<file path="src/rtl/fp_sign_unit_if.sv">
// Operation/result handshake bundle between the FP issue stage, fp_sign_unit and writeback.
// The master drives operations and in_ready; the slave (the unit) drives out_ready and results.
interface fp_sign_unit_if #(
  parameter int FLEN  = 64,
  parameter int TAG_W = 5
);
  logic             in_valid;
  logic             out_ready;
  logic [FLEN-1:0]  in_numA;
  logic [FLEN-1:0]  in_numB;
  logic [1:0]       in_ctrl_jnx;
  logic             in_dp;
  logic [TAG_W-1:0] in_tag;
  logic             out_valid;
  logic             in_ready;
  logic [FLEN-1:0]  out_data;
  logic [TAG_W-1:0] out_tag;

  modport master (
    output in_valid, in_numA, in_numB, in_ctrl_jnx, in_dp, in_tag, in_ready,
    input  out_ready, out_valid, out_data, out_tag
  );

  modport slave (
    input  in_valid, in_numA, in_numB, in_ctrl_jnx, in_dp, in_tag, in_ready,
    output out_ready, out_valid, out_data, out_tag
  );
endinterface

</file>
<file path="src/rtl/fp_sign_unit.sv">
// FSGNJ/FSGNJN/FSGNJX/FCLASS with single-precision NaN-box handling; one register stage.
// Latency 1 cycle; out_ready = !out_valid || in_ready, so a stalled result blocks new input.
module fp_sign_unit #(
  parameter int FLEN  = 64,
  parameter int TAG_W = 5
) (
  input logic           in_clk,
  input logic           in_rst,
  fp_sign_unit_if.slave io
);
  localparam logic [31:0] QNAN_SP = 32'h7FC0_0000;

  logic [63:0]      w_a64, w_b64;
  logic             w_dp;
  logic             w_a_boxed, w_b_boxed;
  logic [63:0]      w_ua, w_ub;
  logic             w_sa, w_sb, w_sr;
  logic             w_exp_ones, w_exp_zero, w_man_zero, w_man_msb;
  logic [9:0]       w_class;
  logic [63:0]      w_sgnj;
  logic [63:0]      w_result;
  logic             w_unused;
  logic             r_valid;
  logic [FLEN-1:0]  r_data;
  logic [TAG_W-1:0] r_tag;

  assign w_a64 = 64'(io.in_numA);
  assign w_b64 = 64'(io.in_numB);
  assign w_dp  = (FLEN == 64) && io.in_dp;

  // Narrow configurations have no box to check; wide ones replace bad boxes with canonical qNaN
  assign w_a_boxed = (FLEN == 32) || (&w_a64[63:32]);
  assign w_b_boxed = (FLEN == 32) || (&w_b64[63:32]);
  assign w_ua = w_dp ? w_a64 : {32'd0, (w_a_boxed ? w_a64[31:0] : QNAN_SP)};
  assign w_ub = w_dp ? w_b64 : {32'd0, (w_b_boxed ? w_b64[31:0] : QNAN_SP)};

  assign w_sa = w_dp ? w_ua[63] : w_ua[31];
  assign w_sb = w_dp ? w_ub[63] : w_ub[31];
  // Only the sign of B ever reaches the result
  assign w_unused = ^{w_ub[62:32], w_ub[30:0]};

  always_comb begin
    w_sr = w_sb;
    case (io.in_ctrl_jnx)
      2'b00:   w_sr = w_sb;
      2'b01:   w_sr = ~w_sb;
      default: w_sr = w_sa ^ w_sb;
    endcase
  end

  assign w_sgnj = w_dp ? {w_sr, w_ua[62:0]}
                       : {{32{FLEN == 64}}, w_sr, w_ua[30:0]};

  assign w_exp_ones = w_dp ? (&w_ua[62:52])  : (&w_ua[30:23]);
  assign w_exp_zero = w_dp ? ~(|w_ua[62:52]) : ~(|w_ua[30:23]);
  assign w_man_zero = w_dp ? ~(|w_ua[51:0])  : ~(|w_ua[22:0]);
  assign w_man_msb  = w_dp ? w_ua[51]        : w_ua[22];

  always_comb begin
    w_class = '0;
    if (w_exp_ones) begin
      if (w_man_zero) begin
        if (w_sa) w_class[0] = 1'b1;
        else      w_class[7] = 1'b1;
      end else if (w_man_msb) begin
        w_class[9] = 1'b1;
      end else begin
        w_class[8] = 1'b1;
      end
    end else if (w_exp_zero) begin
      if (w_man_zero) begin
        if (w_sa) w_class[3] = 1'b1;
        else      w_class[4] = 1'b1;
      end else begin
        if (w_sa) w_class[2] = 1'b1;
        else      w_class[5] = 1'b1;
      end
    end else begin
      if (w_sa) w_class[1] = 1'b1;
      else      w_class[6] = 1'b1;
    end
  end

  assign w_result = (io.in_ctrl_jnx == 2'b11) ? {54'd0, w_class} : w_sgnj;

  assign io.out_ready = !r_valid || io.in_ready;

  always_ff @(posedge in_clk) begin
    if (in_rst) begin
      r_valid <= 1'b0;
      r_data  <= '0;
      r_tag   <= '0;
    end else if (io.in_valid && io.out_ready) begin
      r_valid <= 1'b1;
      r_data  <= w_result[FLEN-1:0];
      r_tag   <= io.in_tag;
    end else if (io.in_ready) begin
      r_valid <= 1'b0;
    end
  end

  assign io.out_valid = r_valid;
  assign io.out_data  = r_data;
  assign io.out_tag   = r_tag;
endmodule

</file>
<file path="src/flat_wrapper.sv">
// flat-port wrapper written by rule: the top's interface ports become plain ports
module fp_sign_unit_flat 
#(
  parameter int FLEN  = 64,
  parameter int TAG_W = 5
)
  (in_clk, in_rst, io_in_valid, io_in_numA, io_in_numB, io_in_ctrl_jnx, io_in_dp, io_in_tag, io_in_ready, io_out_ready, io_out_valid, io_out_data, io_out_tag);
  fp_sign_unit_if #(.FLEN(FLEN), .TAG_W(TAG_W)) io_i ();
  input logic in_clk;
  input logic in_rst;
  input wire logic [$bits(io_i.in_valid)-1:0] io_in_valid;
  input wire logic [$bits(io_i.in_numA)-1:0] io_in_numA;
  input wire logic [$bits(io_i.in_numB)-1:0] io_in_numB;
  input wire logic [$bits(io_i.in_ctrl_jnx)-1:0] io_in_ctrl_jnx;
  input wire logic [$bits(io_i.in_dp)-1:0] io_in_dp;
  input wire logic [$bits(io_i.in_tag)-1:0] io_in_tag;
  input wire logic [$bits(io_i.in_ready)-1:0] io_in_ready;
  output wire logic [$bits(io_i.out_ready)-1:0] io_out_ready;
  output wire logic [$bits(io_i.out_valid)-1:0] io_out_valid;
  output wire logic [$bits(io_i.out_data)-1:0] io_out_data;
  output wire logic [$bits(io_i.out_tag)-1:0] io_out_tag;
  assign io_i.in_valid = io_in_valid;
  assign io_i.in_numA = io_in_numA;
  assign io_i.in_numB = io_in_numB;
  assign io_i.in_ctrl_jnx = io_in_ctrl_jnx;
  assign io_i.in_dp = io_in_dp;
  assign io_i.in_tag = io_in_tag;
  assign io_i.in_ready = io_in_ready;
  assign io_out_ready = io_i.out_ready;
  assign io_out_valid = io_i.out_valid;
  assign io_out_data = io_i.out_data;
  assign io_out_tag = io_i.out_tag;
  fp_sign_unit #(.FLEN(FLEN), .TAG_W(TAG_W)) u_core (.in_clk(in_clk), .in_rst(in_rst), .io(io_i));
endmodule
</file>
<file path="config.mk">
export PLATFORM = sky130hd
export DESIGN_NAME = fp_sign_unit_flat
export DESIGN_NICKNAME = d
export VERILOG_FILES = /design/src/rtl/fp_sign_unit_if.sv /design/src/rtl/fp_sign_unit.sv /design/src/flat_wrapper.sv
export SDC_FILE = /design/constraint.sdc
export NUM_CORES = 1
export LEC_CHECK = 0
export BUFFER_PORTS_ARGS = -buffer_cell sky130_fd_sc_hd__buf_4
export CAP_MARGIN = 10
export CORE_UTILIZATION = 43
export DETAILED_ROUTE_END_ITERATION = 8
export GPL_TIMING_DRIVEN = 0
export PLACE_DENSITY_LB_ADDON = 0.1
export SYNTH_ARGS = -nofsm -noshare
export SYNTH_HDL_FRONTEND = slang
export SYNTH_SLANG_ARGS = --single-unit
</file>
<file path="constraint.sdc">
create_clock -name in_clk -period 3.4 [get_ports in_clk]
set_input_delay 1.02 -clock in_clk [delete_from_list [all_inputs] [get_ports in_clk]]
set_output_delay 1.02 -clock in_clk [all_outputs]
set_load 0.005 [all_outputs]
</file>
==> summary.txt <==
Clocking
  – Bufs on Longest Clock Path: 2
  – CTS tree: done
  – Clock Pin Slew Worst Setup and Hold Paths: 0.08 ns
  – CTS Buf Count: 9
  – Worst-Skew Late Latency: around 0.35 ns
  – Setup bufs post-CTS: 0
  – CTS H-tree lvls: 3
  – Clk sink count: 70
  – CTS root buf: clkbuf_8
  – PostCTS Resize Cnt: 0
  – Cts hold-fix bufs: 0

Detailed routing
  – Pre-Repair DR Iteration Count: 5
  – Routed WL: between 10,000 and 15,000 um
  – Drt initial violations: about 280
  – Metal1 wirelength: around 4700 um
  – Post-DRT Antenna Nets: 0
  – Wire per inst: roughly 15 um
  – Routed vias: around 4,000
  – Met2 wire length: 5200 um
  – Met3 WL: roughly 1000 um
  – Max layer used: met4
  – DR vias/cell: ~5.5
  – Drc violations: 0

Timing
  – Least-Margin Pin Slew: a little over 0.7 ns
  – Setup-failing EPs final: 0
  – Setup_tns: 0 ns
  – Setup WS post-layout: 0.549 ns
  – Final hold vios: 0
  – Max Slew Vio Count: 0
  – Slew HR: between 50 and 60%
  – FMAX: about 350 MHz
  – Final hold slack: between 0.4 and 0.5 ns
  – Final Skew: between 0.008 and 0.009 ns
  – Period utilisation layout: 83.9%
  – Unrepaired setup endpoints after global routing: no
  – Final worst path period need: around 2.9 ns

Setup path
  – R2R depth: 7
  – Internal reg-to-reg setup slack: 1.48 ns
  – Critical Path End: u_core.io.out_data[2]
  – Worst Setup SP: io_in_numA[48]
  – Kind of critical path: input port to flop
  – CP Capture Type: flop
  – FF-to-FF End: u_core.io.out_data[62]
  – CP arrival: 3.05 ns
  – FF-to-FF Start: u_core.io.out_valid
  – Startpoint types: input port
  – Required @ worst endpoint: between 3 and 4 ns
  – Crit Path Max Fanout: 7

Job
  – Max Cap Viol: 0

Global routing
  – Largest net degree at the start of global routing: 13
  – Global-route wire length before repair: between 15,000 and 20,000 um
  – Overall global routing resource usage: 27.0%
  – Gr ovfl total: 0
  – Initial antenna violation count: 0
  – Vias in the first global route: 3,476

Final layout
  – Final nets: around 760
  – Area Overhead vs Synth: 51.0%
  – Final Core Density: between 60% and 70%
  – Fraction of layout cells with a size suffix above 1: 32.3%
  – FILL cells: 657
  – Diode count: 0

Synthesis
  – Leading area contributor after synthesis: dfxtp_1
  – Async set-reset flop share out of synthesis: 0%
  – Synthesized flop and latch total: 70
  – Syn Inst Count: around 430
  – Avg Cell Area, Syn: 7.69 um2
  – Count leader, synth: nor2_1
  – Syn Nets: 568
  – Top-area cell type share of the netlist area: between 40% and 50%
  – Cell variety after synth: 46
  – Mapped Area: around 0.0033 mm2
  – Yosys warning count: 0
  – Sequential fraction of the synthesis area: around 43%
  – EDFF count, synth: 0
  – Primary FF master, synth: dfxtp_1
  – Synth area leaders: dfxtp_1 (43%), nor2_1 (9.0%), a21oi_1 (7.6%)
  – Most instantiated cells after synthesis: nor2_1 (79), dfxtp_1 (70), a21oi_1 (50)

Status
  – Outcome: finished clean

Pwr
  – P_leak: 2.14 nW
  – Worst VDD drop: between 0.2 and 0.3 mV
  – PD cells: 406 mW/mm2

Die
  – Die height: 89.5 um
  – Num rows: 31
  – Core footprint: 0.00733 mm2
  – I/O pins: 211
  – Initial Util: roughly 45%
  – Die area: 0.00801 mm2
  – Die width: between 80 and 90 um

Place
  – PortBufs: roughly 180
  – Final GP Congestion: around 0.86
  – Pre-CTS WS: 0.216 ns
  – DP HPWL: around 8400 um

Hold path
  – HP Class: flop to flop
per-stage QoR:
stage	cell area [um2]	cells	power [mW]
5_1_grt	4970	721	2.10
3_3_place_gp	4760	706	1.30
3_5_place_dp	4760	706	1.31
2_1_floorplan	3290	428	1.07
6_report	4970	721	2.02
4_1_cts	4970	721	2.02
per-layer routing:
metal | track usage [%] | vias up
li1 | - | 1952
met3 | 5.63 | 13
met2 | 43.3 | 186
met1 | 35.9 | 1838
met5 | 0 | -
met4 | 9.81 | 0
flip-flops by register name, summed over array words and instances (netlist names):
register and cells:
u_core.io.out_valid 1, u_core.io.out_tag 5, u_core.io.out_data 64
cell type report:
class | instances | area (um2) | share of cell area [%]
Buffer | 35 | 133 | 2.67
Clock buffer | 9 | 124 | 2.49
Clock inverter | 6 | 87.6 | 1.76
Inverter | 6 | 22.5 | 0.453
Multi-Input combinational cell | 317 | 1740 | 34.9
Sequential cell | 70 | 1400 | 28.2
Tap cell | 99 | 124 | 2.49
Timing Repair Buffer | 179 | 1340 | 27.0
worst max-delay path, stage by stage:
cell and delay [ns]:
buf_4 0.09, nand4_1 0.11, or4_1 0.51, clkbuf_2 0.18
o31a_1 0.29, nor4b_1 0.65, o221ai_1 0.19
how the worst min path moves through the flow:
stage | from | end | slack, ns | depth (start not counted)
3_3_place_gp | u_core.io.out_tag[0] | u_core.io.out_tag[0] | 0.44 | 2
5_1_grt | u_core.io.out_tag[3] | u_core.io.out_tag[3] | 0.47 | 2
4_1_cts | u_core.io.out_tag[3] | u_core.io.out_tag[3] | 0.46 | 2
2_1_floorplan | u_core.io.out_data[22] | u_core.io.out_data[22] | 0.45 | 2
6_report | u_core.io.out_tag[1] | u_core.io.out_tag[1] | 0.46 | 2
3_5_place_dp | u_core.io.out_tag[3] | u_core.io.out_tag[3] | 0.45 | 2
where the power goes:
part	switching, mW	leakage (nW)	internal, mW
clock network	0.320	0.109	0.409
registers	0.0263	0.575	0.868
logic	0.193	1.46	0.203
total	0.538	2.14	1.48
cells by family (layout without fill, tap and decap cells):
logic type	Yosys count	count (layout)	share of synthesized area [%]
and+or+nand+nor	177	177	26.0
AOI/OAI and AO/OA	139	139	26.4
DFF	70	70	42.6
buffers and inverters	41	235	4.71
xor gates and xnor gates	1	1	0.266
placed cells by master (no fill, tap or decap), types with 6 or more instances in the layout:
master	n
nor2b_1	6
inv_1	6
nor4_1	15
dfxtp_1	70
a21oi_1	50
o21ai_0	42
a32oi_1	18
nor2_1	79
nand4_1	15
nand2_1	29
o31ai_1	6
clkbuf_1	32
buf_4	179
clkbuf_8	9
No activity file was read; power rests on OpenSTA's default activity.
